$ cat src/rtl/seq_det_pkg.sv
// Shared types and defaults for the serial sequence detector.
// Holds the FSM state encoding and the fill-counter width helper.
package seq_det_pkg;

   typedef enum logic {
      FILL  = 1'b0,
      ARMED = 1'b1
   } seqState_e;

   localparam int       DefPatLen  = 4;
   localparam logic [3:0] DefPattern = 4'b1011;
   localparam int       DefCntW    = 8;

   // Fill counter must represent 0..patLen inclusive.
   function automatic int fillWidth(input int patLen);
      return $clog2(patLen + 1);
   endfunction

endpackage

$ cat src/rtl/serial_seq_detector_if.sv
// Bus between the upstream serial bit stage and the sequence detector.
// master drives data/valid/clear, slave returns match results.
interface serial_seq_detector_if import seq_det_pkg::*; #(
   parameter int CNT_W = DefCntW
);

   logic             din;
   logic             din_valid;
   logic             clr;
   logic             match;
   logic [CNT_W-1:0] match_cnt;
   logic             cnt_sat;

   modport master (
      output din, din_valid, clr,
      input  match, match_cnt, cnt_sat
   );

   modport slave (
      input  din, din_valid, clr,
      output match, match_cnt, cnt_sat
   );

endinterface

$ cat src/rtl/seq_match_counter.sv
// Saturating detection counter with synchronous clear; sat_o is registered
// alongside the count so it is high exactly while the count is all-ones.
module seq_match_counter import seq_det_pkg::*; #(
   parameter int CNT_W = DefCntW
) (
   input  logic             clk,
   input  logic             rst_n,
   input  logic             inc_i,
   input  logic             clr_i,
   output logic [CNT_W-1:0] cnt_o,
   output logic             sat_o
);

   localparam logic [CNT_W-1:0] CntMax = '1;

   logic [CNT_W-1:0] cnt_q, cnt_d;
   logic             sat_q;

   // Clear wins over increment; the count holds at its maximum instead of wrapping.
   always_comb begin
      cnt_d = cnt_q;
      if (clr_i) begin
         cnt_d = '0;
      end else if (inc_i && (cnt_q != CntMax)) begin
         cnt_d = cnt_q + 1'b1;
      end
   end

   always_ff @(posedge clk or negedge rst_n) begin
      if (!rst_n) begin
         cnt_q <= '0;
         sat_q <= 1'b0;
      end else begin
         cnt_q <= cnt_d;
         sat_q <= (cnt_d == CntMax);
      end
   end

   assign cnt_o = cnt_q;
   assign sat_o = sat_q;

endmodule

$ cat src/rtl/serial_seq_detector.sv
// Detects PATTERN in the stream of valid serial bits and counts detections.
// Define SEQ_DET_OVERLAP_EN for overlapping detection; default is non-overlapping.
module serial_seq_detector import seq_det_pkg::*; #(
   parameter int               PAT_LEN = DefPatLen,
   parameter logic [PAT_LEN-1:0] PATTERN = DefPattern,
   parameter int               CNT_W   = DefCntW
) (
   input  logic                 clk,
   input  logic                 rst_n,
   serial_seq_detector_if.slave bus
);

   localparam int                FillW    = fillWidth(PAT_LEN);
   localparam logic [FillW-1:0]  FillFull = FillW'(PAT_LEN);
   localparam logic [FillW-1:0]  FillLast = FillW'(PAT_LEN - 1);

`ifdef SEQ_DET_OVERLAP_EN
   localparam bit OverlapEn = 1'b1;
`else
   localparam bit OverlapEn = 1'b0;
`endif

   if (PAT_LEN < 2 || PAT_LEN > 16) begin : gBadPatLen
      $error("serial_seq_detector: PAT_LEN must be 2..16");
   end
   if (CNT_W < 1 || CNT_W > 16) begin : gBadCntW
      $error("serial_seq_detector: CNT_W must be 1..16");
   end

   logic [PAT_LEN-1:0] hist_q;
   logic [PAT_LEN-1:0] window;
   logic [FillW-1:0]   fill_q;
   seqState_e          state_q;
   logic               match_q;
   logic               hit;
   logic               countInc;
   logic               unusedHistMsb;

   // The oldest history bit falls out of the window as the new bit arrives.
   assign window        = {hist_q[PAT_LEN-2:0], bus.din};
   assign unusedHistMsb = hist_q[PAT_LEN-1];

   assign hit      = bus.din_valid && (window == PATTERN) &&
                     ((state_q == ARMED) || (fill_q == FillLast));
   assign countInc = hit && !bus.clr;

   // History, fill count and FSM; clear overrides both valid data and a hit.
   always_ff @(posedge clk or negedge rst_n) begin
      if (!rst_n) begin
         hist_q  <= '0;
         fill_q  <= '0;
         state_q <= FILL;
         match_q <= 1'b0;
      end else if (bus.clr) begin
         hist_q  <= '0;
         fill_q  <= '0;
         state_q <= FILL;
         match_q <= 1'b0;
      end else begin
         match_q <= hit;
         if (bus.din_valid) begin
            if (hit && !OverlapEn) begin
               hist_q  <= '0;
               fill_q  <= '0;
               state_q <= FILL;
            end else begin
               hist_q <= window;
               if (fill_q != FillFull) begin
                  fill_q <= fill_q + 1'b1;
               end
               if (fill_q == FillLast) begin
                  state_q <= ARMED;
               end
            end
         end
      end
   end

   seq_match_counter #(
      .CNT_W (CNT_W)
   ) uCounter (
      .clk   (clk),
      .rst_n (rst_n),
      .inc_i (countInc),
      .clr_i (bus.clr),
      .cnt_o (bus.match_cnt),
      .sat_o (bus.cnt_sat)
   );

   assign bus.match = match_q;

endmodule
$ cat src/flat_wrapper.sv
// flat-port wrapper written by rule: the top's interface ports become plain ports
module serial_seq_detector_flat import seq_det_pkg::*;
#(
   parameter int               PAT_LEN = DefPatLen,
   parameter logic [PAT_LEN-1:0] PATTERN = DefPattern,
   parameter int               CNT_W   = DefCntW
)
  (clk, rst_n, bus_din, bus_din_valid, bus_clr, bus_match, bus_match_cnt, bus_cnt_sat);
  serial_seq_detector_if #(.CNT_W(CNT_W)) bus_i ();
  input  logic clk;
  input  logic rst_n;
  input wire logic [$bits(bus_i.din)-1:0] bus_din;
  input wire logic [$bits(bus_i.din_valid)-1:0] bus_din_valid;
  input wire logic [$bits(bus_i.clr)-1:0] bus_clr;
  output wire logic [$bits(bus_i.match)-1:0] bus_match;
  output wire logic [$bits(bus_i.match_cnt)-1:0] bus_match_cnt;
  output wire logic [$bits(bus_i.cnt_sat)-1:0] bus_cnt_sat;
  assign bus_i.din = bus_din;
  assign bus_i.din_valid = bus_din_valid;
  assign bus_i.clr = bus_clr;
  assign bus_match = bus_i.match;
  assign bus_match_cnt = bus_i.match_cnt;
  assign bus_cnt_sat = bus_i.cnt_sat;
  serial_seq_detector #(.PAT_LEN(PAT_LEN), .PATTERN(PATTERN), .CNT_W(CNT_W)) u_core (.clk(clk), .rst_n(rst_n), .bus(bus_i));
endmodule
$ cat config.mk
export PLATFORM = sky130hd
export DESIGN_NAME = serial_seq_detector_flat
export DESIGN_NICKNAME = d
export VERILOG_FILES = /design/src/rtl/seq_det_pkg.sv /design/src/rtl/serial_seq_detector_if.sv /design/src/rtl/seq_match_counter.sv /design/src/rtl/serial_seq_detector.sv /design/src/flat_wrapper.sv
export SDC_FILE = /design/constraint.sdc
export NUM_CORES = 1
export LEC_CHECK = 0
export CAP_MARGIN = 20
export CELL_PAD_IN_SITES_DETAIL_PLACEMENT = 1
export CELL_PAD_IN_SITES_GLOBAL_PLACEMENT = 1
export CORE_MARGIN = 5
export CORE_UTILIZATION = 41
export CTS_CLUSTER_SIZE = 16
export DETAILED_ROUTE_END_ITERATION = 6
export GPL_TIMING_DRIVEN = 0
export HOLD_SLACK_MARGIN = 0.06
export PLACE_DENSITY = 0.77
export SYNTH_ARGS = -nofsm -noshare
export SYNTH_HDL_FRONTEND = slang
export SYNTH_SLANG_ARGS = --single-unit
$ cat constraint.sdc
create_clock -name clk -period 2.4 [get_ports clk]
set_clock_uncertainty 0.05 [all_clocks]
set_input_delay 0.48 -clock clk [delete_from_list [all_inputs] [get_ports clk]]
set_output_delay 0.48 -clock clk [all_outputs]
set_load 0.05 [all_outputs]
==> results of run 1 <==
-- layout by cell type, fill, tap and decap left out, types with 2 or more instances in the layout --
master	n
dfrtp_1	17
clkdlybuf4s50_1	13
nand2_1	9
nor2_1	9
a21oi_1	9
nor3_1	6
inv_1	4
nand3_1	4
ha_1	4
buf_6	3
a41oi_1	3
nand4_1	3
clkbuf_4	3
and3b_1	2
o211a_1	2
a311oi_1	2
nor2b_1	2
mux2i_1	2
-- through the flow --
stage / std cells / util (%) / hold slack (ns)
3_5_place_dp: 148 / 49.6 / 0.501
4_1_cts: 152 / 50.8 / 0.397
2_1_floorplan: 105 / - / 0.134
5_1_grt: 152 / 50.8 / 0.388
3_3_place_gp: 148 / 49.6 / 0.489
6_report: 152 / 50.8 / 0.401
-- area by class of cell --
class | instances | area [um^2] | share of cell area [%]
Multi-Input combinational cell | 79 | 568 | 45.6
Inverter | 4 | 15.0 | 1.20
Clock inverter | 1 | 5.00 | 0.402
Sequential cell | 17 | 425 | 34.1
Timing Repair Buffer | 13 | 130 | 10.4
Buffer | 5 | 42.5 | 3.41
Tap cell | 30 | 37.5 | 3.01
Clock buffer | 3 | 22.5 | 1.81
-- state kept, by name (all words and copies together) (netlist names) --
signal and count:
u_core.uCounter.cnt_o 8, u_core.fill_q 3, u_core.uCounter.sat_o 1, u_core.bus.match 1
u_core.hist_q 3, u_core.state_q 1
-- path summary, 6_finish.rpt --
check                      slack (ns)                       end             start  cells past startpoint
hold / removal                   0.40          u_core.hist_q[1]     bus_din_valid                      3
max in group asynchronous        1.24  u_core.uCounter.cnt_o[1]             rst_n                      1
hold reg to reg                  0.52          u_core.fill_q[0]  u_core.fill_q[0]                      2
setup / recovery                 0.22     u_core.uCounter.sat_o  u_core.fill_q[0]                      7
setup reg to reg                 0.22     u_core.uCounter.sat_o  u_core.fill_q[0]                      7
min in group asynchronous        0.57          u_core.hist_q[1]             rst_n                      1
-- layer usage --
metal / global-route usage (%) / vias to the layer above / wire (um)
li1: - / 432 / -
met1: 21.6 / 443 / 1220
met2: 27.8 / 19 / 1260
met3: 2.55 / 9 / 93
met4: 10.8 / 0 / 84
met5: 0 / - / 0
-- worst register-to-register path, stage by stage, from the launching register on --
cell and delay [ns]:
dfrtp_1 0.40, ha_1 0.16, ha_1 0.25, o211ai_4 0.13
nor3_4 0.39, a21oi_1 0.15, a211o_1 0.30, nor4_2 0.26
-- where the power goes --
part / switching, mW / total, mW / internal [mW] / leakage [nW]
clock: 0.102 / 0.164 / 0.0622 / 0.0177
sequential: 0.00540 / 0.297 / 0.291 / 0.235
combinational: 0.0276 / 0.0448 / 0.0173 / 0.240
-- logic make-up after synthesis --
logic type	count (synthesis)
and+or+nand+nor	46
AOI/OAI and AO/OA	25
DFF	17
buffers and inverters	9
adders and majority gates	4
muxes	3
xor gates and xnor gates	1
==> out/qor_table.md, run 1 <==
| Item | Reported |
| --- | --- |
| Outcome | finished clean |
| Number of buffers added by the clock tree synthesis step | 3 |
| PostCTS Resize Cnt | 0 |
| Fin area | 1250 um^2 |
| Most repeated library cell on the critical path | ha_1 |
| Worst-case headroom to the max-slew limit | 47.8% |
| Vias post-DR | 903 |
| Synth-to-layout area growth | 18.6% |
| Simple-gate area share of the yosys netlist | 26.9% |
| Top fanout value on the critical path | 8 |
| Number of DRC violations after detailed routing | 0 |
| Max-cap violations | 0 |
| Placement Cell Area | 1220 um^2 |
| Routed Antenna Nets | 0 |
| Synth Register Bits | 17 |
| Synthesis warning total | 0 |
| Routed length per placed instance | 17.4 um |
| TritonCTS clock tree | done |
| Clock Path Buffers | 2 |
| Tot GR Track Use | 17.2% |
| WL final | 2.65 mm |
| Arrival @ worst endpoint | 2.35 ns |
| Share of synthesized area spent on multiplexers | 2.98% |
| Aggregate global routing overflow | 0 |
| Nets in the synthesized netlist | 114 |
| Number of rows created at floorplan | 18 |
| Critical Path End Type | flip-flop |
| Synth async-reset ratio | 100% |
| Total setup buffers inserted after CTS | 0 |
| Power density normalized to cell area | 406 nW/um^2 |
| Peak VDD IR | 0.260 mV |
| Height of the die | 60.6 um |
| Adder and majority gate portion of the synthesized area | 4.76% |
| Count of inserted antenna diode cells | 0 |
| Average cell area after synthesis | 10.0 um^2 |
| Number of DRC markers after the initial detailed-route iteration | 27 |
| Drt via density | 5.94 |
| Cell types occupying the most area after synthesis | dfrtp_1, ha_1, a21oi_1 |
| Number of different library cells in the post-synthesis netlist | 40 |
| Post-route setup TNS | 0 ns |
| Area of the core | 2450 um^2 |
| Number of synthesized flops with an enable pin | 0 |
| Post-synthesis compound-gate area fraction | 18.6% |
| Static power due to leakage | 0.493 nW |
| Crit path max-delay family | simple AND/OR/NAND/NOR gates |
| Critical setup path kind | reg -> reg |
| Top-count cell post-synth | dfrtp_1 |
| Combinational family with the most area after synthesis | simple AND/OR/NAND/NOR gates |
| Fill cell total of the finished layout | 297 |
| Max H-tree Level | 1 |
| Number of pins with negative max-slew slack in the final report | 0 |
| Port bufs | 13 |
| Final Worst Setup Slack | 0.225 ns |
| Number of instances in the synthesized netlist | 105 |
| Main synth FF type | dfrtp_1 |
| Fraction of synthesized cell area in xor and xnor cells | 0.833% |
| Final Hold Violating Endpoints | 0 |
| Sink count of the clock tree | 17 |
| Highest clock frequency the design can meet | 460 MHz |
| Setup-failing EPs final | 0 |
| Share of cells above drive strength 1 | 14.8% |
| Worst Path Buf+Inv | 0 |
| Post-Syn Area | 1050 um^2 |
| HPWL after DPL | 1.99 mm |
| Pin count of the biggest net entering global routing | 18 |
| Data required, critical path | 2.57 ns |
| Slowest cell on the critical path | dfrtp_1 |
| Worst min-delay path class | in -> reg |
| Buffer type at the clock tree root | clkbuf_4 |
| Commonest cells in the synthesized netlist | dfrtp_1, a21oi_1, nand2_1, nor2_1, nor3_1 |
| Detailed-routing iteration count for the pre-antenna-repair pass | 4 |
| Worst-Margin Slew | 0.780 ns |
| Starting density of the core | 42.8% |
| Clock-pin slew on the worst setup and hold paths | 0.11 ns |
| Layout Nets | 132 |
| Floorplan die width | 60.6 um |
| Area enclosed by the die boundary | 3680 um^2 |
| Sequential element share of the synthesized area | 40.5% |
| Hold-fix buffer count after cts | 0 |
| Pre-CTS worst setup slack | 0.0454 ns |
| Wire length of the first global-routing pass | 4.62 mm |
| Final RePlAce weighted congestion | 0.754 |
| Series of cell instances along the critical path | ha_1, ha_1, o211ai_4, nor3_4, a21oi_1, a211o_1, nor4_2 |
| Minimum clock period after layout | 2.18 ns |
| RSZ-0062 raised after global routing | no |
| I/O pin count | 15 |
| Top cell type by total area after synthesis | dfrtp_1 |
| Critical path launch point type | flip-flop |
| Clock insertion delay at the later pin of the skew report | 0.30 ns |
| Total power | 0.506 mW |
| Antenna violations before repair | 0 |
| Share of Yosys cell area claimed by the top area cell type | 40.5% |
| Vias in the first global route | 951 |
| Largest incremental delay on the critical path | 0.40 ns |
| Final worst path period share | 90.6% |
No activity file was read; power rests on OpenSTA's default activity.
==> inputs of run 2 (changes only) <==
- HOLD_SLACK_MARGIN: 0.06 -> 0.1
==> results of run 2 <==
The final DEF is identical to that of run 1; final timing and power are the same.
==> inputs of run 3 (changes only) <==
==> constraint.sdc (replaced) <==
create_clock -name clk -period 2.3 [get_ports clk]
set_clock_uncertainty 0.05 [all_clocks]
set_input_delay 0.345 -clock clk [delete_from_list [all_inputs] [get_ports clk]]
set_output_delay 0.345 -clock clk [all_outputs]
set_load 0.05 [all_outputs]
==> out/qor_table.md, run 3 (synthesis results as in run 1) <==
| Item | Reported | Change |
| --- | --- | --- |
| Switching share of power | 26.7% | +0.037 points |
| Total area of multi-input combinational cells | 568 um^2 | unchanged |
| Leading cell type in the layout, fill and taps excluded | dfrtp_1 |  |
| FF-to-FF Start | u_core.fill_q[0] |  |
| Count of non-filler cells in the finished layout | 154 | +1.3% |
| Fill cell total of the finished layout | 295 | -0.67% |
| Placed insts | 148 | unchanged |
| Number of rows created at floorplan | 18 | unchanged |
| Buffer type at the clock tree root | clkbuf_4 |  |
| HPWL after DPL | 1.99 mm | unchanged |
| Port bufs | 13 | unchanged |
| Starting density of the core | 42.8% | unchanged |
| Synth-to-layout area growth | 20.0% |  |
| Number of DRC markers after the initial detailed-route iteration | 35 | +30% |
| Worst-Margin Slew | 0.777 ns | -0.00319 ns |
| Number of flip-flops in the largest register | 8 | unchanged |
| WL final | 2.68 mm | +1.0% |
| Switching power | 0.141 mW | +4.6% |
| TritonCTS clock tree | done |  |
| Max H-tree Level | 1 | unchanged |
| Arrival @ worst endpoint | 2.29 ns | -0.06 ns |
| Setup slack of the worst register-to-register path | 0.18 ns | -0.04 ns |
| Worst-case reg-to-reg path depth | 8 | +1 |
| Height of the die | 60.6 um | unchanged |
| Detailed-routing iteration count for the pre-antenna-repair pass | 4 | unchanged |
| Number of pins with negative max-slew slack in the final report | 0 | unchanged |
| Peak VDD IR | 0.272 mV | +4.5% |
| Aggregate global routing overflow | 0 | unchanged |
| Worst min-delay path class | in -> reg |  |
| Number of buffers added by the clock tree synthesis step | 3 | unchanged |
| Pin count of the biggest net entering global routing | 18 | unchanged |
| Wire length of the first global-routing pass | 4.62 mm | unchanged |
| Setup-failing EPs final | 0 | unchanged |
| Pint | 0.387 mW | +4.4% |
| Antenna violations before repair | 0 | unchanged |
| Count of inserted antenna diode cells | 0 | unchanged |
| Clock insertion delay at the later pin of the skew report | 0.30 ns | about the same |
| Layout Nets | 134 | +1.5% |
| RSZ-0062 raised after global routing | no |  |
| Worst min-delay path startpoint | bus_din_valid |  |
| Drt via density | 5.91 | -0.53% |
| Critical path launch point type | flip-flop |  |
| Critical Path End Type | flip-flop |  |
| Power density normalized to cell area | 419 nW/um^2 | +3.2% |
| Outcome | finished clean |  |
| Minimum clock period after layout | 2.12 ns | -0.0595 ns |
| Number of DRC violations after detailed routing | 0 | unchanged |
| Tot GR Track Use | 17.2% | unchanged |
| Vias post-DR | 910 | +0.78% |
| Final RePlAce weighted congestion | 0.754 | unchanged |
| Post-route setup TNS | 0 ns | unchanged |
| Critical setup path kind | reg -> reg |  |
| I/O pin count | 15 | unchanged |
| Depth of the worst hold-timing path | 3 | unchanged |
| Commonest non-fill, non-tap cells in the layout | dfrtp_1, clkdlybuf4s50_1, nand2_1, nor2_1, a21oi_1 |  |
| Gate power share | 8.9% | about the same |
| FF/Latch Area | 425 um^2 | unchanged |
| Area enclosed by the die boundary | 3680 um^2 | unchanged |
| Area of the core | 2450 um^2 | unchanged |
| Top fanout value on the critical path | 10 | +2 |
| Sink count of the clock tree | 17 | unchanged |
| Routed Antenna Nets | 0 | unchanged |
| Layout Utilization | 51.4% | +0.61 points |
| Final worst path period share | 92.0% | +1.4 points |
| Hold path endpoint | u_core.hist_q[1] |  |
| Routed length per placed instance | 17.4 um | -0.29% |
| Vias in the first global route | 951 | unchanged |
| Highest clock frequency the design can meet | 473 MHz | +2.8% |
| Max-cap violations | 0 | unchanged |
| Part of the total power dissipated in the clock network | 32.5% | about the same |
| Part of the total power dissipated in sequential elements | 58.6% | about the same |
| Clock-pin slew on the worst setup and hold paths | 0.11 ns | about the same |
| Final Hold Violating Endpoints | 0 | unchanged |
| Static power due to leakage | 0.504 nW | +2.2% |
| Data required, critical path | 2.47 ns | -0.10 ns |
| Worst-case headroom to the max-slew limit | 48.1% | +0.21 points |
| Share of cells above drive strength 1 | 16.1% | +1.4 points |
| Floorplan die width | 60.6 um | unchanged |
| Endpoint of the worst-slack reg-to-reg timing path | u_core.uCounter.sat_o |  |
| Clock Path Buffers | 2 | unchanged |
-- run 3: how the worst max path moves through the flow --
| stage | start | slack, ns | end |
|---|---|---|---|
| 4_1_cts | u_core.fill_q[0] | 0.11 | u_core.uCounter.sat_o |
| 6_report | u_core.fill_q[0] | 0.18 | u_core.uCounter.sat_o |
| 3_5_place_dp | bus_din | 0.08 | u_core.uCounter.sat_o |
| 5_1_grt | u_core.fill_q[0] | 0.06 | u_core.uCounter.sat_o |
| 2_1_floorplan | u_core.uCounter.cnt_o[0] | 0.25 | u_core.uCounter.sat_o |
| 3_3_place_gp | bus_din | 0.10 | u_core.uCounter.sat_o |
-- run 3: layout make-up --
cell class              instances  share of cell area (%)
plain buffers                   5                    3.37
clock inverters                 1                   0.397
well taps                      30                    2.98
flip-flops and latches         17                    33.7
clock buffers                   3                    1.79
multi-input cells              79                    45.0
repair buffers                 15                    11.5
inverters                       4                    1.19
-- run 3: critical path, cell delays in order, from the launching register on --
cell	delay [ns]
dfrtp_1	0.42
ha_1	0.21
ha_1	0.25
o211a_1	0.29
nand2_2	0.09
buf_6	0.15
nor3_2	0.05
a211o_1	0.27
nor4_2	0.26
-- run 3: per-stage QoR --
stage | area [um^2] | power (mW) | hold slack, ns | worst slack (ns)
after detailed placement | 1220 | 0.363 | 0.501 | 0.0804
after floorplan | 1050 | 0.341 | -0.000591 | 0.252
after global routing | 1260 | 0.562 | 0.253 | 0.0553
final | 1260 | 0.528 | 0.266 | 0.184
after global placement | 1220 | 0.360 | 0.489 | 0.101
after CTS | 1250 | 0.538 | 0.262 | 0.109
-- run 3: metal layers --
layer / vias to the layer above / track usage, % / routed length, um
met5: - / 0 / 0
met4: 0 / 10.8 / 83
met3: 9 / 2.55 / 76
met2: 17 / 27.8 / 1250
met1: 446 / 21.6 / 1270
li1: 438 / - / -
-- run 3: power by group through the flow --
stage	clock network, mW	registers [mW]	logic [mW]
2_1_floorplan	0	0.314	0.0277
3_3_place_gp	0	0.315	0.0452
3_5_place_dp	0	0.315	0.0479
4_1_cts	0.180	0.309	0.0484
5_1_grt	0.199	0.310	0.0532
6_report	0.172	0.309	0.0468
-- run 3: repair_timing --
item	in CTS	in global routing
setup buffers	0	2
setup endpoints to repair	0	1
hold buffers	0	0
resized for setup	0	0
==> edit 1, RTL diff (settings of run 1) <==
The option `SEQ_DET_OVERLAP_EN` is turned on by a define.
--- a/src/rtl/serial_seq_detector.sv
+++ b/src/rtl/serial_seq_detector.sv
@@ -1,4 +1,6 @@
 // Detects PATTERN in the stream of valid serial bits and counts detections.
 // Define SEQ_DET_OVERLAP_EN for overlapping detection; default is non-overlapping.
+`define SEQ_DET_OVERLAP_EN
+
 module serial_seq_detector import seq_det_pkg::*; #(
    parameter int               PAT_LEN = DefPatLen,
Check against the original RTL: not equivalent (a bounded check fails within 10 cycles, from zero or initial values and one cycle with rst_n low).
==> edit 1 against run 1 <==
First-iteration DRC count down 44%. Synthesized area down 13%. Total power down 2.4%. Worst setup slack worse by 0.082 ns. Wire length down 25%. Sequential cell count unchanged. Final area down 11%. Sequential share of layout area up 4.0 points.
==> edit 1: results (changes against run 1) <==
* IR drop worst, VDD at 0.000403 V (+55%)
* Post-Place Worst Slack at -0.307 ns (-0.352 ns)
* Hold Fails Final Rpt at 0 (unchanged)
* Mux contribution to synthesized area at 3.28% (+0.31 points)
* Met2 Use GR at 22.8% (-4.9 points)
* Min-Delay Endpoint: u_core.fill_q[2]$_DFFE_PN0P_
* Port-buffer cells at 13 (unchanged)
* GRT Overall Usage at 13.8% (-3.5 points)
* CP arrival at 2.40 ns (+0.05 ns)
* Static leakage at 0.489 nW (-0.83%)
* Commonest cells post-synth: dfrtp_1 (17), nor2_1 (12), nand3_1 (7)
* Post-CTS Setup Bufs at 0 (unchanged)
* Syn Nets at 100 (-12%)
* Detailed-route wire length per cell at 14.7 um (-16%)
* Hold WS at 0.401 ns (+0.000330 ns)
* Antenna violations before repair at 0 (unchanged)
* Yosys warns at 0 (unchanged)
* Gp weighted congestion at 0.867 (+15%)
* FF-to-FF setup slack at 0.14 ns (-0.08 ns)
* CP Max Fanout at 9 (+1)
* NumNets Final at 118 (-11%)
* Vias in the first global route at 783 (-18%)
* Clk slew on worst S/H paths at 0.10 ns
* Non-filler cells, final at 136 (-11%)
* Detailed-router iteration count before antenna repair at 4 (unchanged)
* Vias at 742 (-18%)
* Fillers at 269 (-9.4%)
* CP peak stage delay at 0.48 ns (+0.08 ns)
* Number of flip-flops in the largest register at 8 (unchanged)
* CTS resizes at 0 (unchanged)
* Seq/Total Area, Yosys at 46.5% (+6.0 points)
* Detailed router's first-iteration violation count at 15 (-44%)
* Post-Synth Adder-Cell Area at 5.47% (+0.71 points)
* Placed insts at 132 (-11%)
* Clk_lat worst skew at 0.29 ns
* First-pass GRT wire length at 3490 um (-24%)
* Compound-Gate Fraction of Synth Area at 10.8% (-7.8 points)
* Largest cells by area after synthesis: dfrtp_1 (47%), ha_1 (5.5%), nor2_1 (4.9%)
* Status: finished clean
* Worst Setup EP: u_core.uCounter.sat_o$_DFF_PN0_
* Slew @ Worst Pin at 0.751 ns (-0.0293 ns)
* GR Util met3 at 3.39% (+0.84 points)
* Hold_sp: bus_din_valid
* Layout cell share with drive strength beyond 1 at 10.2% (-4.6 points)
* Cells after synthesis at 91 (-13%)
* Crit-path slowest cell: or4_4
* Met1 usage at 16.9% (-4.6 points)
* Distinct cells, synth at 32 (-20%)
* FF-to-FF path depth at 9 (+2)
* Multi-input gate area at 442 um2 (-22%)
* Clock Tree Buf Depth at 2 (unchanged)
* Post-DP HPWL at 1590 um (-20%)
* Xor/xnor cell area share of the yosys netlist at 5.75% (+4.9 points)
[edit 1: cell count changes after synthesis, moves of 3 or more]
cell and delta:
nor3_1 -4, nor2_1 +3, xnor2_1 +3, a21oi_1 -4, nand3_1 +3, nand2_1 -6, a41oi_1 -3
[edit 1: layer usage]
layer | wire length (um) | vias up | part of all wire [%]
met2 | 980 | 10 | 49
met5 | 0 | - | 0
met4 | 38 | 0 | 1.9
met3 | 36 | 5 | 1.8
met1 | 944 | 372 | 47
li1 | - | 355 | -
[edit 1: area by class of cell]
class                   count  share of cell area, %
clock inverters             1                  0.449
inverters                   7                   2.36
multi-input cells          64                   39.6
well taps                  28                   3.14
flip-flops and latches     17                   38.2
clock buffers               3                   2.02
plain buffers               3                   2.36
repair buffers             13                   11.9
[edit 1: power breakdown]
| group | switching (mW) | internal [mW] | total (mW) |
|---|---|---|---|
| Combinational | 0.0261 | 0.0179 | 0.0440 |
| Clock | 0.0904 | 0.0621 | 0.152 |
| Sequential | 0.00482 | 0.292 | 0.297 |
==> edit 2, RTL diff (flow settings as in run 1) <==
Made on the original files. Reset style: synchronous (`rst_n`), changed in 2 clocked blocks.
--- a/src/rtl/seq_match_counter.sv
+++ b/src/rtl/seq_match_counter.sv
@@ -27,5 +27,5 @@
    end
 
-   always_ff @(posedge clk or negedge rst_n) begin
+   always_ff @(posedge clk) begin
       if (!rst_n) begin
          cnt_q <= '0;
--- a/src/rtl/serial_seq_detector.sv
+++ b/src/rtl/serial_seq_detector.sv
@@ -46,5 +46,5 @@
 
    // History, fill count and FSM; clear overrides both valid data and a hit.
-   always_ff @(posedge clk or negedge rst_n) begin
+   always_ff @(posedge clk) begin
       if (!rst_n) begin
          hist_q  <= '0;
Check against the original RTL: differs if rst_n is asserted again (counterexample within 10 cycles, from zero or initial values and one cycle with rst_n low); with rst_n held inactive, the same outputs for 10 cycles.
==> edit 2 against run 1 <==
Worst hold slack improved by 0.0055 ns. Sequential cell count unchanged. Wire length down 18%. Synthesized area shrank 12%. First-iteration DRC count down 59%. Final area is 7.9% lower. Total power decreased by 6.2%. Worst setup slack got worse by 0.071 ns. Critical endpoint is now u_core.uCounter.sat_o$_SDFF_PN0_.
==> edit 2: results (changes against run 1) <==
* Min-Delay Endpoint: u_core.hist_q[0]$_SDFFE_PP0P_
* Seq/Total Area, Yosys at 36.9% (-3.6 points)
* Static leakage at 0.382 nW (-23%)
* Non-filler cells, final at 148 (-2.6%)
* FF-to-FF setup slack at 0.15 ns (-0.07 ns)
* Layout cell share with drive strength beyond 1 at 15.8% (+1.1 points)
* Vias at 811 (-10%)
* Placed insts at 144 (-2.7%)
* Mux contribution to synthesized area at 3.26% (+0.28 points)
* Vias in the first global route at 829 (-13%)
* Async S/R FF share, synth at 0% (-100 points)
* Crit-path slowest cell: or4b_4
* Hold crit path type: in2reg
* Compound-Gate Fraction of Synth Area at 11.9% (-6.6 points)
* Post-Synth Adder-Cell Area at 5.43% (+0.67 points)
* Post-DP HPWL at 1590 um (-20%)
* FF-to-FF path depth at 8 (+1)
* Reg power frac at 60.2% (+1.6 points)
* Gp weighted congestion at 0.792 (+4.9%)
* P_sw at 0.116 mW (-14%)
* Detailed router's first-iteration violation count at 11 (-59%)
* Area after DPL at 0.00109 mm2 (-11%)
* GRT Overall Usage at 14.6% (-2.6 points)
* IR drop worst, VDD at 0.000202 V (-22%)
* Pwr dens at 413 mW/mm2 (+1.9%)
* CP arrival at 2.41 ns (+0.06 ns)
* NumNets Final at 130 (-1.5%)
* Worst reg2reg endpoint: u_core.uCounter.sat_o$_SDFF_PN0_
* Status: finished clean
* Largest net degree at the start of global routing at 11 (-7)
* Detailed-route wire length per cell at 14.7 um (-15%)
* CP peak stage delay at 0.53 ns (+0.13 ns)
* Power Clock at 0.160 mW (-2%)
* First-pass GRT wire length at 3850 um (-17%)
* Slew @ Worst Pin at 0.527 ns (-0.253 ns)
* Distinct cells, synth at 37 (-7.5%)
* CP Max Fanout at 10 (+2)
* Hold WS at 0.406 ns (+0.00550 ns)
* Largest cells by area after synthesis: dfxtp_1 (37%), ha_1 (5.4%), nor2_1 (5.3%)
* Primary FF master, synth: dfxtp_1
* Syn Nets at 112 (-1.8%)
## edit 2: changes by cell type in the layout (fill, tap and decap cells not counted), moves of 4 or more
cell / run 1 / this run
inv_1: 4 / 10
nor2_1: 9 / 13
dfxtp_1: 0 / 15
dfrtp_1: 17 / 0
a21oi_1: 9 / 5
nor3_1: 6 / 2
## edit 2: final cells by class
class                           instances  area [um2]
Inverter                               10        37.5
Timing Repair Buffer                   13         130
Multi-Input combinational cell         72         541
Tap cell                               28        35.0
Sequential cell                        17         343
Clock inverter                          1        5.00
Clock buffer                            3        22.5
Buffer                                  4        33.8
Fill cell                             268        1020
## edit 2: worst max path at each step
| stage | start | endpoint | slack (ns) | cells after the start |
|---|---|---|---|---|
| after floorplan | u_core.uCounter.cnt_o[0]$_SDFF_PN0_ | u_core.uCounter.sat_o$_SDFF_PN0_ | 0.21 | 7 |
| after global placement | bus_din | u_core.uCounter.sat_o$_SDFF_PN0_ | -0.12 | 6 |
| after detailed placement | bus_din | u_core.uCounter.sat_o$_SDFF_PN0_ | -0.18 | 6 |
| after CTS | u_core.fill_q[1]$_SDFFE_PP0P_ | u_core.uCounter.sat_o$_SDFF_PN0_ | 0.06 | 8 |
| after global routing | u_core.fill_q[1]$_SDFFE_PP0P_ | u_core.uCounter.sat_o$_SDFF_PN0_ | 0.02 | 8 |
| final | u_core.fill_q[1]$_SDFFE_PP0P_ | u_core.uCounter.sat_o$_SDFF_PN0_ | 0.15 | 8 |
## edit 2: timing repair
action	in CTS	in global routing
resized for setup	1	6
pin swaps	0	4
gates cloned	0	0
endpoints found under the setup margin	1	1
## edit 2: per-layer routing
metal,part of all wire (%),track usage (%),vias to the layer above
li1,-,-,400
met3,3.8,2.94,5
met2,48,23.2,13
met5,0,0,-
met4,1.4,4.97,0
met1,47,19.6,393
